--- config.mk ---
export PLATFORM = sky130hd
export DESIGN_NAME = stage_handshake_responder_flat
export DESIGN_NICKNAME = d
export VERILOG_FILES = /design/src/rtl/stage_handshake_responder_if.sv /design/src/rtl/stage_handshake_responder.sv /design/src/flat_wrapper.sv
export SDC_FILE = /design/constraint.sdc
export NUM_CORES = 1
export LEC_CHECK = 0
export CAP_MARGIN = 20
export CORE_ASPECT_RATIO = 1.4
export CORE_MARGIN = 5
export CORE_UTILIZATION = 45
export CTS_CLUSTER_DIAMETER = 30
export CTS_CLUSTER_SIZE = 16
export DETAILED_ROUTE_END_ITERATION = 7
export GPL_ROUTABILITY_DRIVEN = 0
export PLACE_DENSITY = 0.73
export SLEW_MARGIN = 10
export SYNTH_ARGS = -nofsm -noshare
export SYNTH_HDL_FRONTEND = slang
export SYNTH_SLANG_ARGS = --single-unit
--- constraint.sdc ---
create_clock -name clk -period 2.29 [get_ports clk]
set_input_delay 0.458 -clock clk [delete_from_list [all_inputs] [get_ports clk]]
set_output_delay 0.458 -clock clk [all_outputs]
set_load 0.005 [all_outputs]
--- src/rtl/stage_handshake_responder_if.sv ---
// Stage-enable / stage-done bundle between the control unit (master) and the
// stage handshake responder (slave).
interface stage_handshake_responder_if #(
  parameter int unsigned CNT_W = 16
);
  logic             fetch_req;
  logic             decode_req;
  logic             execute_req;
  logic             wb_req;
  logic             fetch_done;
  logic             decode_done;
  logic             execute_done;
  logic             wb_done;
  logic             busy;
  logic [2:0]       stage;
  logic             seq_err;
  logic [CNT_W-1:0] retired_count;

  modport master (
    output fetch_req, decode_req, execute_req, wb_req,
    input  fetch_done, decode_done, execute_done, wb_done,
    input  busy, stage, seq_err, retired_count
  );

  modport slave (
    input  fetch_req, decode_req, execute_req, wb_req,
    output fetch_done, decode_done, execute_done, wb_done,
    output busy, stage, seq_err, retired_count
  );
endinterface

--- src/rtl/stage_handshake_responder.sv ---
// Responder for the fetch/decode/execute/write-back sequencer protocol: models
// per-stage latency, pulses done, checks ordering and counts retirements.
module stage_handshake_responder #(
  parameter int unsigned FETCH_LAT  = 1,
  parameter int unsigned DECODE_LAT = 1,
  parameter int unsigned EXEC_LAT   = 2,
  parameter int unsigned WB_LAT     = 1,
  parameter int unsigned CNT_W      = 16
) (
  input  logic                         clk,
  input  logic                         reset,
  stage_handshake_responder_if.slave   io_hs
);

  localparam int unsigned LAT_W = 4;
  localparam int unsigned N_STG = 4;

  // Latencies must fit the 4-bit down-counter and be at least one cycle.
  if (FETCH_LAT < 1 || FETCH_LAT > 15) begin : g_bad_fetch_lat
    $error("FETCH_LAT must be in 1..15");
  end
  if (DECODE_LAT < 1 || DECODE_LAT > 15) begin : g_bad_decode_lat
    $error("DECODE_LAT must be in 1..15");
  end
  if (EXEC_LAT < 1 || EXEC_LAT > 15) begin : g_bad_exec_lat
    $error("EXEC_LAT must be in 1..15");
  end
  if (WB_LAT < 1 || WB_LAT > 15) begin : g_bad_wb_lat
    $error("WB_LAT must be in 1..15");
  end

  typedef enum logic [3:0] {
    S_IDLE,
    S_F_BUSY,
    S_D_BUSY,
    S_E_BUSY,
    S_W_BUSY,
    S_AWAIT_D,
    S_AWAIT_E,
    S_AWAIT_W,
    S_ERROR
  } state_t;

  state_t           r_state;
  state_t           w_state_nxt;
  state_t           w_target;
  state_t           w_after;
  logic [LAT_W-1:0] r_cnt;
  logic [LAT_W-1:0] w_cnt_nxt;
  logic [LAT_W-1:0] w_load;
  logic [N_STG-1:0] r_prev;
  logic [N_STG-1:0] w_req;
  logic [N_STG-1:0] w_rise;
  logic [N_STG-1:0] w_expect;
  logic [N_STG-1:0] w_done_sel;
  logic [N_STG-1:0] r_done;
  logic [N_STG-1:0] w_done_nxt;
  logic             w_retire;
  logic             r_busy;
  logic             w_busy_nxt;
  logic [2:0]       r_stage;
  logic [2:0]       w_stage_nxt;
  logic             r_seq_err;
  logic             w_seq_err_nxt;
  logic [CNT_W-1:0] r_retired;
  logic [CNT_W-1:0] w_retired_nxt;

  // Bit order everywhere: [0]=fetch, [1]=decode, [2]=execute, [3]=write-back.
  assign w_req  = {io_hs.wb_req, io_hs.execute_req, io_hs.decode_req, io_hs.fetch_req};
  assign w_rise = w_req & ~r_prev;

  // Per-state protocol table: what request is expected, where it leads, and
  // what a finishing busy state emits.
  always_comb begin
    w_expect   = '0;
    w_target   = S_ERROR;
    w_load     = '0;
    w_done_sel = '0;
    w_after    = S_ERROR;
    w_retire   = 1'b0;
    case (r_state)
      S_IDLE:    begin w_expect = 4'b0001; w_target = S_F_BUSY; w_load = LAT_W'(FETCH_LAT - 1);  end
      S_AWAIT_D: begin w_expect = 4'b0010; w_target = S_D_BUSY; w_load = LAT_W'(DECODE_LAT - 1); end
      S_AWAIT_E: begin w_expect = 4'b0100; w_target = S_E_BUSY; w_load = LAT_W'(EXEC_LAT - 1);   end
      S_AWAIT_W: begin w_expect = 4'b1000; w_target = S_W_BUSY; w_load = LAT_W'(WB_LAT - 1);     end
      S_F_BUSY:  begin w_done_sel = 4'b0001; w_after = S_AWAIT_D; end
      S_D_BUSY:  begin w_done_sel = 4'b0010; w_after = S_AWAIT_E; end
      S_E_BUSY:  begin w_done_sel = 4'b0100; w_after = S_AWAIT_W; end
      S_W_BUSY:  begin w_done_sel = 4'b1000; w_after = S_IDLE; w_retire = 1'b1; end
      default:   ;
    endcase
  end

  // Next state, latency counter and next registered outputs.
  always_comb begin
    w_state_nxt   = r_state;
    w_cnt_nxt     = r_cnt;
    w_done_nxt    = '0;
    w_retired_nxt = r_retired;
    case (r_state)
      S_IDLE, S_AWAIT_D, S_AWAIT_E, S_AWAIT_W: begin
        // Anything other than exactly the expected single edge is a violation.
        if (w_rise != '0) begin
          if (w_rise == w_expect) begin
            w_state_nxt = w_target;
            w_cnt_nxt   = w_load;
          end else begin
            w_state_nxt = S_ERROR;
          end
        end
      end
      S_F_BUSY, S_D_BUSY, S_E_BUSY, S_W_BUSY: begin
        if (w_rise != '0) begin
          w_state_nxt = S_ERROR;
        end else if (r_cnt == '0) begin
          w_state_nxt = w_after;
          w_done_nxt  = w_done_sel;
          if (w_retire) begin
            w_retired_nxt = r_retired + CNT_W'(1);
          end
        end else begin
          w_cnt_nxt = r_cnt - LAT_W'(1);
        end
      end
      default: w_state_nxt = S_ERROR;
    endcase

    w_busy_nxt    = 1'b0;
    w_seq_err_nxt = 1'b0;
    case (w_state_nxt)
      S_IDLE:    w_stage_nxt = 3'd0;
      S_F_BUSY:  begin w_stage_nxt = 3'd1; w_busy_nxt = 1'b1; end
      S_D_BUSY:  begin w_stage_nxt = 3'd2; w_busy_nxt = 1'b1; end
      S_E_BUSY:  begin w_stage_nxt = 3'd3; w_busy_nxt = 1'b1; end
      S_W_BUSY:  begin w_stage_nxt = 3'd4; w_busy_nxt = 1'b1; end
      S_AWAIT_D: w_stage_nxt = 3'd1;
      S_AWAIT_E: w_stage_nxt = 3'd2;
      S_AWAIT_W: w_stage_nxt = 3'd3;
      default:   begin w_stage_nxt = 3'd5; w_seq_err_nxt = 1'b1; end
    endcase
  end

  always_ff @(posedge clk) begin
    if (reset) begin
      r_state   <= S_IDLE;
      r_cnt     <= '0;
      r_prev    <= '0;
      r_done    <= '0;
      r_busy    <= 1'b0;
      r_stage   <= 3'd0;
      r_seq_err <= 1'b0;
      r_retired <= '0;
    end else begin
      r_state   <= w_state_nxt;
      r_cnt     <= w_cnt_nxt;
      r_prev    <= w_req;
      r_done    <= w_done_nxt;
      r_busy    <= w_busy_nxt;
      r_stage   <= w_stage_nxt;
      r_seq_err <= w_seq_err_nxt;
      r_retired <= w_retired_nxt;
    end
  end

  assign io_hs.fetch_done    = r_done[0];
  assign io_hs.decode_done   = r_done[1];
  assign io_hs.execute_done  = r_done[2];
  assign io_hs.wb_done       = r_done[3];
  assign io_hs.busy          = r_busy;
  assign io_hs.stage         = r_stage;
  assign io_hs.seq_err       = r_seq_err;
  assign io_hs.retired_count = r_retired;

endmodule

--- src/flat_wrapper.sv ---
// flat-port wrapper written by rule: the top's interface ports become plain ports
module stage_handshake_responder_flat 
#(
  parameter int unsigned FETCH_LAT  = 1,
  parameter int unsigned DECODE_LAT = 1,
  parameter int unsigned EXEC_LAT   = 2,
  parameter int unsigned WB_LAT     = 1,
  parameter int unsigned CNT_W      = 16
)
  (clk, reset, io_hs_fetch_req, io_hs_decode_req, io_hs_execute_req, io_hs_wb_req, io_hs_fetch_done, io_hs_decode_done, io_hs_execute_done, io_hs_wb_done, io_hs_busy, io_hs_stage, io_hs_seq_err, io_hs_retired_count);
  stage_handshake_responder_if #(.CNT_W(CNT_W)) io_hs_i ();
  input  logic clk;
  input  logic reset;
  input wire logic [$bits(io_hs_i.fetch_req)-1:0] io_hs_fetch_req;
  input wire logic [$bits(io_hs_i.decode_req)-1:0] io_hs_decode_req;
  input wire logic [$bits(io_hs_i.execute_req)-1:0] io_hs_execute_req;
  input wire logic [$bits(io_hs_i.wb_req)-1:0] io_hs_wb_req;
  output wire logic [$bits(io_hs_i.fetch_done)-1:0] io_hs_fetch_done;
  output wire logic [$bits(io_hs_i.decode_done)-1:0] io_hs_decode_done;
  output wire logic [$bits(io_hs_i.execute_done)-1:0] io_hs_execute_done;
  output wire logic [$bits(io_hs_i.wb_done)-1:0] io_hs_wb_done;
  output wire logic [$bits(io_hs_i.busy)-1:0] io_hs_busy;
  output wire logic [$bits(io_hs_i.stage)-1:0] io_hs_stage;
  output wire logic [$bits(io_hs_i.seq_err)-1:0] io_hs_seq_err;
  output wire logic [$bits(io_hs_i.retired_count)-1:0] io_hs_retired_count;
  assign io_hs_i.fetch_req = io_hs_fetch_req;
  assign io_hs_i.decode_req = io_hs_decode_req;
  assign io_hs_i.execute_req = io_hs_execute_req;
  assign io_hs_i.wb_req = io_hs_wb_req;
  assign io_hs_fetch_done = io_hs_i.fetch_done;
  assign io_hs_decode_done = io_hs_i.decode_done;
  assign io_hs_execute_done = io_hs_i.execute_done;
  assign io_hs_wb_done = io_hs_i.wb_done;
  assign io_hs_busy = io_hs_i.busy;
  assign io_hs_stage = io_hs_i.stage;
  assign io_hs_seq_err = io_hs_i.seq_err;
  assign io_hs_retired_count = io_hs_i.retired_count;
  stage_handshake_responder #(.FETCH_LAT(FETCH_LAT), .DECODE_LAT(DECODE_LAT), .EXEC_LAT(EXEC_LAT), .WB_LAT(WB_LAT), .CNT_W(CNT_W)) u_core (.clk(clk), .reset(reset), .io_hs(io_hs_i));
endmodule
==> run_results.csv <==
group,metric,value,unit
run_status,status,"complete, no violations",
clocking,cts_tree,"done",
synthesis,ys_ff_latch,37,
routing,drtAntennaViolNets,0,
grt,grt_overflow,0,
routing,drt-total-wl,3578,um
critical_path,ff2ff_setup_slack,0.32,ns
grt,grt_antenna_before_repair,0,
hold_path,hp-class,"reg -> reg",
synthesis,synth_adder_area_share,0.01471,
clocking,insertion_delay,0.29,ns
floorplan,die_area,0.005129,mm^2
placement,port_buffers,30,
synthesis,ys.flop_type,"dfxtp_1",
synthesis,synth_edf_count,0,
hold_path,whs_path_depth,2,
clocking,cts_resized,0,
timing,maxSlewViolCount,0,
placement,hpwl,2540,um
hold_path,worstHoldStart,"u_core.r_cnt[1]",
timing,relSlewSlack,0.6909,
clocking,cts.clk_slew.worst_paths,0.07,ns
floorplan,pin_count,31,
power_and_ir_drop,irDropWorstVdd,0.5299,mV
synthesis,synth_top_family_by_area,"simple AND/OR/NAND/NOR gates",
grt,gr-usage-all-layers,0.1592,
critical_path,arrival,2.31,ns
synthesis,syn_avg_cell_area,8.909,um^2
timing,finalSetupViolCount,0,
clocking,h-tree-depth,2,
clocking,numCtsBuffers,5,
routing,dr.first_iter.drc_count,41,
grt,grt_max_degree,15,
synthesis,synth_most_common_cell,"dfxtp_1",
critical_path,reg2reg_to,"u_core.io_hs.retired_count[6]",
clocking,clock_path_buffers,2,
floorplan,num_rows,26,
power_and_ir_drop,leakage,0.7744,nW
routing,viasPerCell,5.415,
layout,drive_gt1_frac,0.1159,
critical_path,worstPathRequired,2.53,ns
hold_path,hold_path_end,"u_core.r_cnt[1]",
layout,n_antenna_cell,0,
timing,fin_skew,0.004984,ns
routing,wl_per_cell,13.01,um
timing,worstMarginPinSlew,0.4609,ns
critical_path,critPathMaxFanout,8,
job,maxCapViolCount,0,
synthesis,synth_compound_area_frac,0.1000,
timing,hold_violations,0,
critical_path,crit_path_end_kind,"register",
synthesis,synth_common_cells,"dfxtp_1, nor2_1, xnor2_1",
synthesis,synth_fp_nets,199,
routing,drc,0,
synthesis,ys_warn_count,0,
synthesis,synthSimpleGateAreaFrac,0.3096,
floorplan,start_util,0.4670,
timing,post-route-period-util,0.9034,
critical_path,start_kind,"input pin",
synthesis,synth_mux_area_frac,0.01250,
synthesis,syn_inst,191,
critical_path,r2r_start,"u_core.r_cnt[0]",
synthesis,synth_xor_area_frac,0.08750,
clocking,cts_root_buf,"clkbuf_8",
critical_path,reg2regPathDepth,7,
layout,syn_to_final_growth,31.03,%
layout,nets,240,
critical_path,path_class,"in -> reg",
floorplan,fp.dieW,61.97,um
timing,fin_crit,2.069,ns
placement,place_inst,267,
synthesis,synth_area_leaders,"dfxtp_1, xnor2_1, nor2_1",
synthesis,synth_cell_types,42,
clocking,cts_setup_buffers,0,
layout,fin_cells,275,
timing,max_freq,483.4,MHz
routing,vias,1489,
clocking,postCtsHoldBufs,0,
synthesis,synth_top_area_frac,0.4353,
layout,fin_util,0.6120,
routing,first_pass_iters,4,
grt,grt_pass1_vias,1392,
clocking,cts_num_sinks,37,
synthesis,ys_seq_area_frac,0.4353,
synthesis,async_reset_ff_frac,0,
power_and_ir_drop,p_per_area,620.6,mW/mm^2
floorplan,coreArea,0.003643,mm^2
timing,rsz0062_at_grt,"no",
grt,grt_pass1_wl,6072,um
synthesis,synth_top_area_cell,"dfxtp_1",
synthesis,synthesis.area,0.001702,mm^2
floorplan,die_h,82.76,um
[power breakdown]
group	switching, mW	internal, mW
clock network	0.231	0.355
registers	0.00803	0.658
logic	0.0641	0.0670
total	0.304	1.08
[cells by family (layout without fill, tap and decap cells)]
logic type / after synthesis / in the layout
simple gates: 90 / 90
compound gates: 27 / 27
buf+inv: 16 / 58
xor+xnor: 17 / 17
mux: 2 / 2
fa+ha+maj: 2 / 2
flops: 37 / 37
[per-stage QoR]
| step | hold slack (ns) | area, um^2 | worst slack [ns] | TNS (ns) | total power [mW] |
|---|---|---|---|---|---|
| 2_1_floorplan | 0.4574 | 1702 | 0.2778 | 0 | 0.7564 |
| 3_3_place_gp | 0.4823 | 2113 | -0.04952 | -0.1696 | 0.8112 |
| 3_5_place_dp | 0.4844 | 2113 | -0.09226 | -0.4294 | 0.8121 |
| 4_1_cts | 0.5012 | 2230 | 0.2260 | 0 | 1.399 |
| 5_1_grt | 0.5268 | 2230 | 0.06239 | 0 | 1.444 |
| 6_report | 0.5006 | 2230 | 0.2213 | 0 | 1.384 |
[state kept, by name, indices dropped and copies added (netlist names)]
name                        flops
u_core.r_cnt                    4
u_core.io_hs.retired_count     16
u_core.io_hs.busy               1
u_core.r_done                   4
u_core.io_hs.stage              3
u_core.r_state                  4
u_core.io_hs.seq_err            1
u_core.r_prev                   4
[cell type report]
type / count / area, um^2
repair buffers: 44 / 405.4
well taps: 42 / 52.55
inverters: 6 / 22.52
clock inverters: 1 / 30.03
clock buffers: 7 / 86.33
multi-input cells: 138 / 892.1
fillers: 344 / 1414
flip-flops and latches: 37 / 740.7
[placed cells by master, fill, tap and decap left out, types with 2 or more instances in the layout]
cell type | Yosys | routed
and2_1 | 4 | 4
clkbuf_8 | 0 | 6
nor3b_1 | 4 | 4
xor2_1 | 5 | 5
or3_1 | 5 | 5
clkdlybuf4s50_1 | 0 | 30
ha_1 | 2 | 2
nor4_1 | 3 | 3
a21boi_0 | 2 | 2
nor3_1 | 8 | 8
nand3_1 | 6 | 6
nand2_1 | 10 | 10
nand4_1 | 5 | 5
a311oi_1 | 2 | 2
nor2b_1 | 6 | 6
a211oi_1 | 4 | 4
or4_1 | 3 | 3
o21ai_0 | 6 | 6
xnor2_1 | 12 | 12
dfxtp_1 | 37 | 37
buf_4 | 0 | 14
nand2b_1 | 5 | 5
nor2_1 | 20 | 20
a21oi_1 | 9 | 9
inv_1 | 6 | 6
[per-layer routing]
layer / up-vias / global-route usage / routed length (um)
li1: 755 / - / -
met1: 686 / 0.1880 / 1608
met2: 41 / 0.2573 / 1709
met3: 7 / 0.04821 / 192
met4: 0 / 0.07431 / 68
met5: - / 0 / 0
[worst max-delay path, stage by stage]
cell and delay [ns]:
clkdlybuf4s50_1 0.47, nand2b_1 0.09, xor2_1 0.20, nor4_4 0.33, buf_4 0.20, or2b_1 0.23
a21oi_1 0.18, o22a_1 0.15
[worst max-delay path by stage]
stage | start | endpoint | slack [ns]
6_report | io_hs_wb_req | u_core.io_hs.stage[2] | 0.22
5_1_grt | io_hs_wb_req | u_core.io_hs.stage[2] | 0.06
4_1_cts | io_hs_wb_req | u_core.io_hs.stage[2] | 0.23
3_5_place_dp | io_hs_wb_req | u_core.io_hs.stage[1] | -0.09
3_3_place_gp | io_hs_wb_req | u_core.io_hs.stage[1] | -0.05
2_1_floorplan | u_core.r_state[3] | u_core.r_cnt[0] | 0.28
(Power assumes the default switching activity.)
